<file path="src/rtl/stack_controller.sv">
// Stack sequencer between the control FSM and the stack memory: owns sp, occupancy and
// error flags, and turns one req/ack push or pop into memory strobes.
module stack_controller #(
  parameter int DATA_W     = 32,
  parameter int ADDR_W     = 10,
  parameter int DEPTH      = 1024,
  parameter int BASE       = 0,
  parameter int MEM_RD_LAT = 1
) (
  input  logic              clk,
  input  logic              reset_n,
  input  logic              push_req,
  input  logic              pop_req,
  input  logic              stack_clear,
  input  logic              clr_err,
  input  logic [DATA_W-1:0] data_in,
  output logic              ready,
  output logic              push_ack,
  output logic              pop_ack,
  output logic              req_err,
  output logic [DATA_W-1:0] pop_data,
  output logic              full,
  output logic              empty,
  output logic              overflow,
  output logic              underflow,
  output logic [ADDR_W-1:0] sp,
  output logic [ADDR_W:0]   count,
  output logic [ADDR_W-1:0] mem_addr,
  output logic              mem_push,
  output logic              mem_pop,
  output logic [DATA_W-1:0] mem_wdata,
  input  logic [DATA_W-1:0] mem_rdata
);

  localparam int LAT_W = (MEM_RD_LAT > 1) ? $clog2(MEM_RD_LAT) : 1;
  localparam logic [ADDR_W-1:0] BASE_A   = ADDR_W'(BASE);
  localparam logic [ADDR_W-1:0] SP_ONE   = ADDR_W'(1);
  localparam logic [ADDR_W:0]   CNT_ONE  = (ADDR_W+1)'(1);
  localparam logic [ADDR_W:0]   DEPTH_C  = (ADDR_W+1)'(DEPTH);
  localparam logic [LAT_W-1:0]  LAT_LAST = LAT_W'(MEM_RD_LAT - 1);
  localparam logic [LAT_W-1:0]  LAT_ONE  = LAT_W'(1);

  typedef enum logic [1:0] {IDLE, PUSH, POP_RD, POP_WAIT} state_t;

  state_t              state, state_nxt;
  logic [LAT_W-1:0]    wait_cnt, wait_cnt_nxt;
  logic [ADDR_W-1:0]   sp_nxt;
  logic [ADDR_W:0]     count_nxt;
  logic                push_ack_nxt, pop_ack_nxt, req_err_nxt;
  logic                ovf_set, unf_set, capture, latch;
  logic [DATA_W-1:0]   wdata_q;

  assign full      = (count == DEPTH_C);
  assign empty     = (count == '0);
  assign ready     = (state == IDLE);
  assign mem_wdata = wdata_q;

  always_comb begin
    state_nxt    = state;
    wait_cnt_nxt = wait_cnt;
    sp_nxt       = sp;
    count_nxt    = count;
    push_ack_nxt = 1'b0;
    pop_ack_nxt  = 1'b0;
    req_err_nxt  = 1'b0;
    ovf_set      = 1'b0;
    unf_set      = 1'b0;
    capture      = 1'b0;
    latch        = 1'b0;
    mem_push     = 1'b0;
    mem_pop      = 1'b0;
    mem_addr     = sp;
    case (state)
      IDLE: begin
        if (stack_clear) begin
          sp_nxt    = BASE_A;
          count_nxt = '0;
        end else if (push_req) begin
          if (full) begin
            req_err_nxt = 1'b1;
            ovf_set     = 1'b1;
          end else begin
            latch     = 1'b1;
            state_nxt = PUSH;
          end
        end else if (pop_req) begin
          if (empty) begin
            req_err_nxt = 1'b1;
            unf_set     = 1'b1;
          end else begin
            state_nxt = POP_RD;
          end
        end
      end
      PUSH: begin
        mem_push     = 1'b1;
        sp_nxt       = sp + SP_ONE;
        count_nxt    = count + CNT_ONE;
        push_ack_nxt = 1'b1;
        state_nxt    = IDLE;
      end
      POP_RD: begin
        mem_pop      = 1'b1;
        mem_addr     = sp - SP_ONE;
        wait_cnt_nxt = LAT_LAST;
        state_nxt    = POP_WAIT;
      end
      POP_WAIT: begin
        // Wait out the memory read latency before taking mem_rdata.
        if (wait_cnt == '0) begin
          capture     = 1'b1;
          sp_nxt      = sp - SP_ONE;
          count_nxt   = count - CNT_ONE;
          pop_ack_nxt = 1'b1;
          state_nxt   = IDLE;
        end else begin
          wait_cnt_nxt = wait_cnt - LAT_ONE;
        end
      end
      default: state_nxt = IDLE;
    endcase
  end

  always_ff @(posedge clk or negedge reset_n) begin
    if (!reset_n) begin
      state     <= IDLE;
      wait_cnt  <= '0;
      sp        <= BASE_A;
      count     <= '0;
      push_ack  <= 1'b0;
      pop_ack   <= 1'b0;
      req_err   <= 1'b0;
      overflow  <= 1'b0;
      underflow <= 1'b0;
      pop_data  <= '0;
    end else begin
      state     <= state_nxt;
      wait_cnt  <= wait_cnt_nxt;
      sp        <= sp_nxt;
      count     <= count_nxt;
      push_ack  <= push_ack_nxt;
      pop_ack   <= pop_ack_nxt;
      req_err   <= req_err_nxt;
      // A new error in the same cycle as clr_err keeps the flag set.
      overflow  <= ovf_set | (overflow & ~clr_err);
      underflow <= unf_set | (underflow & ~clr_err);
      if (capture) pop_data <= mem_rdata;
    end
  end

  always_ff @(posedge clk) begin
    if (latch) wdata_q <= data_in;
  end

endmodule

</file>
<file path="config.mk">
export PLATFORM = sky130hd
export DESIGN_NAME = stack_controller
export DESIGN_NICKNAME = d
export VERILOG_FILES = /design/src/rtl/stack_controller.sv
export SDC_FILE = /design/constraint.sdc
export NUM_CORES = 1
export LEC_CHECK = 0
export ABC_AREA = 1
export CORE_UTILIZATION = 48
export CTS_BUF_LIST = sky130_fd_sc_hd__clkbuf_8
export CTS_CLUSTER_SIZE = 24
export DETAILED_ROUTE_END_ITERATION = 8
export PLACE_DENSITY = 0.95
export SYNTH_ARGS = -nofsm -noshare
export SYNTH_HDL_FRONTEND = slang
export SYNTH_SLANG_ARGS = --single-unit
export TNS_END_PERCENT = 5
</file>
<file path="constraint.sdc">
create_clock -name clk -period 10 [get_ports clk]
set_input_delay 3 -clock clk [delete_from_list [all_inputs] [get_ports clk]]
set_output_delay 3 -clock clk [all_outputs]
set_load 0.01 [all_outputs]
</file>
# --- Word-level counts from Yosys, hierarchy flattened ---
# Cells that the tools add are included.
totals:
  input_bits: 70
  wordCells: 73
  regBits: 93
  output_inout_bits: 105
op_classes:
  reduce_logical: 6
  muxes: 36
  bitwise: 5
  add_sub_neg: 5
  eq_ne: 10
op_table:
  columns: ["cell", "n"]
  rows:
  - ["11-bit case mux with 3 select lines", 1]
  - ["10-bit two-way mux", 3]
  - ["10-bit case mux with 3 select lines", 1]
  - ["11-bit two-way mux", 2]
  - ["1-bit two-way mux", 21]
  - ["2-bit two-way mux", 6]
  - ["11-bit by 1-bit adder with 11-bit output (second input constant)", 1]
  - ["11-bit equality test (second input constant)", 1]
  - ["11-bit logical NOT", 1]
  - ["11-bit by 1-bit subtractor with 11-bit output (second input constant)", 1]
  - ["10-bit by 1-bit adder with 10-bit output (second input constant)", 1]
  - ["10-bit by 1-bit subtractor with 10-bit output (second input constant)", 1]
  - ["3-bit != test (second input constant)", 3]
  - ["2-bit case mux with 4 select lines", 1]
  - ["2-bit != test (second input constant)", 3]
  - ["5-bit AND reduction", 1]
  - ["2-bit equality test (second input constant)", 2]
  - ["3-bit AND reduction", 1]
  - ["3-bit nonzero test", 1]
  - ["1-bit AND", 2]
  - ["2-bit by 1-bit equality test with 1-bit output (second input constant)", 1]
  - ["2-bit logical NOT", 1]
  - ["1-bit OR", 2]
  - ["1-bit case mux with 2 select lines", 1]
  - ["3 further kinds", 3]

# --- Logic depth before layout (Yosys ltp) ---
# Gate-level depths: netlist of run 1.
logic_depth:
  word_depth: 7
  depth_mapped: 16
  ltp_nobuf: 14

# --- Worst setup path after synthesis of run 1 ---
# Ideal clock, no wire load.
synth_path:
  path_type: "input port to flip-flop"
  from: "in push_req"
  to: "reg wdata_q[0], in the netlist mem_wdata[0] (enable)"
  path_slack_ns: 4.235
  stages: 2
  required_time_ns: 9.539
  setup_ns: 0.461
  arrival_time_ns: 5.303
  path_buffers: 0
  path_cell_list: "o21ai_0 nor3_1"
synth_between:
  elab_chain_len: 3
synth_rtl:
  columns: ["item", "line", "source"]
  rows:
  - ["start, declared", "12", "input logic push_req,"]
  - ["1-bit two-way mux", "78", "end else if (push_req) begin"]
  - ["1-bit two-way mux", "75", "if (stack_clear) begin"]
  - ["1-bit two-way mux", "73", "case (state)"]
  - ["net latch", "50", "logic ovf_set, unf_set, capture, latch;"]
  - ["end signal, assigned", "152", "if (latch) wdata_q <= data_in;"]
  - ["end, declared", "51", "logic [DATA_W-1:0] wdata_q;"]
# The timed path passes the listed nets, and every way through them passes these cells.
# A chain may end at the register's enable or synchronous reset.

# --- Worst setup path in the final report of run 1 ---
layout_path:
  from: "reg state[1]"
  to: "out mem_addr[1]"
layout_between:
  elab_chain_len: 2
layout_rtl:
  columns: ["item", "line", "source"]
  rows:
  - ["start, declared", "45", "state_t state, state_nxt;"]
  - ["start signal, assigned", "137", "state <= state_nxt;"]
  - ["2-bit equality test", "73", null]
  - ["10-bit two-way mux", "73", null]
  - ["end, declared", "28", "output logic [ADDR_W-1:0] mem_addr,"]
# No other way between the ends.

==> flow_summary.ini, run 1 <==
[worst_setup_path]
reg2reg_depth = 5
start_kind = register
cp_common_cell = inv_1
path_buf_inv = 3
worstPathArrival_ns = 3.16
cp-end-kind = output port
crit_chain = inv_1 > nor2_1 > inv_1 > o21ai_0 > clkdlybuf4s50_1
crit_path_max_incr_delay_ns = 0.78
crit_slowest_cell = nor2_1
critPathMaxFanout = 16
path_delay_family = buffers and inverters
rrSetupSlack_ns = 7.15
r2r_end = sp[5]
critPathKind = register to output port
reg2reg_from = state[0]
cp.required_ns = 7.00

[sta]
holdWs_ns = 0.487
skew_ns = 0.0122
rsz0062_at_grt = false
tightest_slew_ns = 1.02
setup_violations = 0
fin_crit_sh_pct = 61.6
finalMaxSlewViolations = 0
relSlewSlack_pct = 31.9
fmax_mhz = 162
setup_slack_ns = 3.84
hold_viol = 0
period_minus_slack_ns = 6.16
fin_tns_setup_ns = 0

[power_and_ir_drop]
vdd_drop_max_v = 0.000168
leakage_nw = 2.74
power_per_cell_area_nw_per_um2 = 288

[synthesis]
synth_top_family_by_area = simple AND/OR/NAND/NOR gates
synth_adder_area_share_pct = 1.47
synth_compound_area_share_pct = 6.50
seq_area_frac_synth_pct = 57.9
syn-cell-area_sq_um = 4260
syn-num-nets = 563
syn_inst = 488
synthXorXnorAreaFrac_pct = 2.06
avgSynthCellArea_sq_um = 8.72
ys_types = 29
synth.area.top_cells = dfrtp_1 (35%), edfxtp_1 (23%), nand2_1 (17%)
netlist.top_cell.by_area = dfrtp_1
yosys.area.top_type_share_pct = 35.3
yosysWarnings = 0
synth_simple_gate_area_share_pct = 26.4
ys_ff_latch = 92
synth.mux.area_fraction_pct = 0

[place]
place_ws_ns = 4.34
port_buffers = 174
placed_area_sq_um = 6040
hpwl_mm = 9.51
place_congestion = 0.877

[clocking]
clk_pin_slew_ns = 0.10
cts_made_buffers = 9
cts_tree = yes
cts-resized-gates = 0
clock-sinks = 92
hold_buffers = 0
root_buffer = clkbuf_8
clk_latency_ns = 0.35
htreeDepth = 3
cts.path.max_buffers = 2
postCtsSetupRepairBufs = 0

[final_layout]
final_cell_mix = nand2_1 (191), clkdlybuf4s50_1 (173), dfrtp_1 (60), nand3_1 (36), inv_1 (34)
nNetsFinal = 731
diodes = 0
drive_gt1_share_pct = 4.08
fillerInstances = 572
area_delta_synth_final_pct = 46.5
fin_util_pct = 74.4
mostFrequentLayoutCell = nand2_1
stdcell_area_sq_um = 6240

[floorplan]
rows = 33
die_x_um = 96.2
initial_core_util_pct = 50.8
io-pin-count = 175
die_height_um = 96.2
coreArea_sq_um = 8380
fp.dieArea_sq_um = 9250

[grt]
grt_pass1_vias = 3955
grt_max_degree = 61
grt_overflow = 0
grt_pass1_wl_mm = 19.5
track_usage_pct = 28.0
antenna_found_initial = 0

[hold_path]
hp-class = register to register
holdPathEnd = pop_data[4]
min-delay-start = pop_data[4]
hold_depth = 2

[drt]
dr.pass1.iters = 5
drc = 0
avgRoutedWirePerCell_um = 16.8
drt_wl_total_mm = 12.9
ant_nets = 0
drt_iter0_markers = 205
vias_per_cell = 5.36
vias = 4108

[run_status]
outcome = finished, final reports clean

[job]
maxCapViolCount = 0
-- cell type report --
type / instances / area, sq um / area share [%]
clock inverter: 6 / 53.8 / 0.863
inverter: 36 / 135 / 2.17
sequential: 92 / 2460 / 39.5
tap: 105 / 131 / 2.11
clock buffer: 10 / 138 / 2.21
timing repair buffer: 177 / 1760 / 28.2
multi-input combinational: 340 / 1560 / 25.0
-- per-layer routing --
layer | global-route usage [%] | share of wire (%) | up-vias
met5 | 0 | 0 | -
met4 | 11.6 | 3.0 | 0
met3 | 5.69 | 9.5 | 31
met2 | 49.6 | 51 | 201
met1 | 33.0 | 36 | 1962
li1 | - | - | 1914
-- synth_stat cells --
cell type,count
inv_1,34
o211a_1,1
o22ai_1,2
ha_1,5
nor3_1,2
o21ai_1,5
nand2_2,2
a21oi_1,9
o21ai_0,24
xnor2_1,2
o211ai_1,1
o221ai_1,3
buf_4,5
nand2_1,191
clkbuf_1,5
inv_2,2
a41oi_1,1
nand4_1,5
o21bai_1,1
a31oi_1,1
xor2_1,8
buf_2,10
nor2_2,2
dfrtp_1,60
edfxtp_1,32
nor2_1,33
nand3_1,36
o31ai_1,1
nand3b_1,5
-- per-stage QoR --
stage,instances,power (mW)
after CTS,766,1.79
after global placement,750,1.50
after detailed placement,750,1.54
after floorplan,488,1.08
final,766,1.79
after global routing,766,1.91
-- worst max path at each step --
stage / depth (start not counted) / slack, ns / startpoint / endpoint
after global placement: 4 / 4.38 / state[0] / mem_addr[1]
after CTS: 5 / 3.91 / state[1] / mem_addr[1]
final: 5 / 3.84 / state[1] / mem_addr[1]
after floorplan: 2 / 4.24 / push_req / mem_wdata[0]
after global routing: 5 / 3.65 / state[1] / mem_addr[1]
after detailed placement: 4 / 4.34 / state[0] / mem_addr[1]
-- worst register-to-register path: cells and delay by family, from the launching register on --
| kind | cells | cell delay (ns) |
|---|---|---|
| buffers and inverters | 1 | 0.43 |
| and+or+nand+nor | 2 | 1.10 |
| DFF | 1 | 0.84 |
| AOI/OAI and AO/OA | 2 | 0.37 |
-- kinds of logic after synthesis --
kind of cell,count (synthesis)
buffers and inverters,56
and+or+nand+nor,276
xor gates and xnor gates,10
DFF,92
adders and majority gates,5
AOI/OAI and AO/OA,49
-- flip-flops by register name, summed over array words and instances (netlist names) --
| register | flops |
|---|---|
| pop_ack | 1 |
| pop_data | 32 |
| count | 11 |
| overflow | 1 |
| push_ack | 1 |
| sp | 10 |
| mem_wdata | 32 |
| req_err | 1 |
| underflow | 1 |
| state | 2 |
-- report_power, final --
part	switching (mW)	internal, mW	leakage (nW)
combinational	0.486	0.431	1.58
clock	0.143	0.103	0.0977
sequential	0.114	0.516	1.06
total	0.743	1.05	2.74
No activity file was read; power rests on OpenSTA's default activity.
==> inputs of run 2 (changes only) <==
CORE_UTILIZATION = 40   (was 48)
PLACE_DENSITY = 0.87   (was 0.95)
clock period = 5.55 ns   (was 10 ns; I/O delays follow)
==> run 2 against run 1 <==
First-iteration DRC count grew 50%. Sequential power up 79%. Power is 80% higher. Critical path depth up 1. Wire length fell by 4.0%. Clock skew down 0.0051 ns. Utilization is 14 points lower. Critical path type unchanged.
==> flow_summary.ini, run 2 (synthesis results as in run 1) <==
[grt]
track_usage_pct = 23.1
grt_overflow = 0
grt_max_degree = 61
grt_pass1_vias = 3988
grt_pass1_wl_mm = 19.7
antenna_found_initial = 0

[sta]
rsz0062_at_grt = false
fin_crit_sh_pct = 74.7
tightest_slew_ns = 0.957
fin_tns_setup_ns = 0
relSlewSlack_pct = 36.0
finalMaxSlewViolations = 0
hold_viol = 0
period_minus_slack_ns = 4.15
setup_slack_ns = 1.40
setup_violations = 0
skew_ns = 0.00708
fmax_mhz = 241

[drt]
drt_iter0_markers = 308
drt_wl_total_mm = 12.4
avgRoutedWirePerCell_um = 15.5
drc = 0
dr.pass1.iters = 5
vias = 4002
ant_nets = 0
vias_per_cell = 5.02

[job]
maxCapViolCount = 0

[floorplan]
coreArea_sq_um = 10300
die_x_um = 105
rows = 37
fp.dieArea_sq_um = 11100
die_height_um = 105
io-pin-count = 175
initial_core_util_pct = 41.2

[worst_setup_path]
critPathMaxFanout = 23
path_delay_family = buffers and inverters
crit_chain = nor2_1 > buf_4 > inv_1 > nand2_1 > o21ai_0 > clkdlybuf4s50_1
worstPathArrival_ns = 2.48
cp.required_ns = 3.88
crit_path_max_incr_delay_ns = 0.86
start_kind = register
critPathKind = register to output port
path_buf_inv = 3
crit_slowest_cell = dfrtp_1
cp-end-kind = output port

[clocking]
htreeDepth = 3
cts_tree = yes
cts_made_buffers = 9
clock-sinks = 92
cts.path.max_buffers = 2
postCtsSetupRepairBufs = 0
clk_pin_slew_ns = 0.09
hold_buffers = 0
clk_latency_ns = 0.35
root_buffer = clkbuf_8
cts-resized-gates = 0

[final_layout]
regArea_sq_um = 2460
mostFrequentLayoutCell = nand2_1
diodes = 0
multi_input_area_sq_um = 1560
area_delta_synth_final_pct = 47.6
fillerInstances = 830
nNetsFinal = 731
fin_util_pct = 60.8
layoutNonFillerInstCount = 797
drive_gt1_share_pct = 4.08
final_cell_mix = nand2_1 (191), clkdlybuf4s50_1 (173), dfrtp_1 (60), nand3_1 (36), inv_1 (34)

[run_status]
outcome = finished, final reports clean

[place]
port_buffers = 174
hpwl_mm = 9.05
place_congestion = 0.833
dp_cells = 781
place_ws_ns = 1.64

[hold_path]
hp-class = register to register

[power_and_ir_drop]
leakage_nw = 2.74
power_per_cell_area_nw_per_um2 = 515
finalPower_mw = 3.23
vdd_drop_max_v = 0.000242
## run 2: layer usage
layer	up-vias	routed length [um]	GRT usage, %
met2	166	6220	39.1
met4	0	327	10.6
met5	-	0	0
met3	24	790	4.93
li1	1910	-	-
met1	1902	5020	28.1
## run 2: layout make-up
type	instances	area share [%]
inverter	36	2.15
tap	136	2.71
sequential	92	39.2
multi-input combinational	340	24.8
clock inverter	7	1.18
timing repair buffer	177	28.0
clock buffer	9	1.97
## run 2: through the flow
| step | area [sq um] | hold slack [ns] |
|---|---|---|
| CTS | 6280 | 0.489 |
| finish | 6280 | 0.484 |
| floorplan | 4260 | 0.515 |
| global placement | 6080 | 0.463 |
| detailed placement | 6080 | 0.464 |
| global route | 6280 | 0.517 |
## run 2: power by group
part,switching (mW),internal (mW),total (mW),leakage [nW]
combinational,0.865,0.779,1.64,1.58
sequential,0.200,0.930,1.13,1.06
clock,0.249,0.211,0.460,0.100
## run 2: final timing paths
| path | startpoint | endpoint | slack, ns | cells past startpoint |
|---|---|---|---|---|
| max in group asynchronous | reset_n | count[10] | 3.55 | 2 |
| min | pop_data[30] | pop_data[30] | 0.48 | 2 |
| min reg2reg | pop_data[30] | pop_data[30] | 0.48 | 2 |
| max | state[0] | mem_addr[1] | 1.40 | 6 |
| max reg2reg | state[0] | count[10] | 1.82 | 10 |
| min in group asynchronous | reset_n | sp[8] | 1.46 | 2 |
## run 2: tightest hold or removal path: stages, from the launching register on
cell and delay [ns]:
dfrtp_1 0.35, nand2_1 0.05, nand2_1 0.06
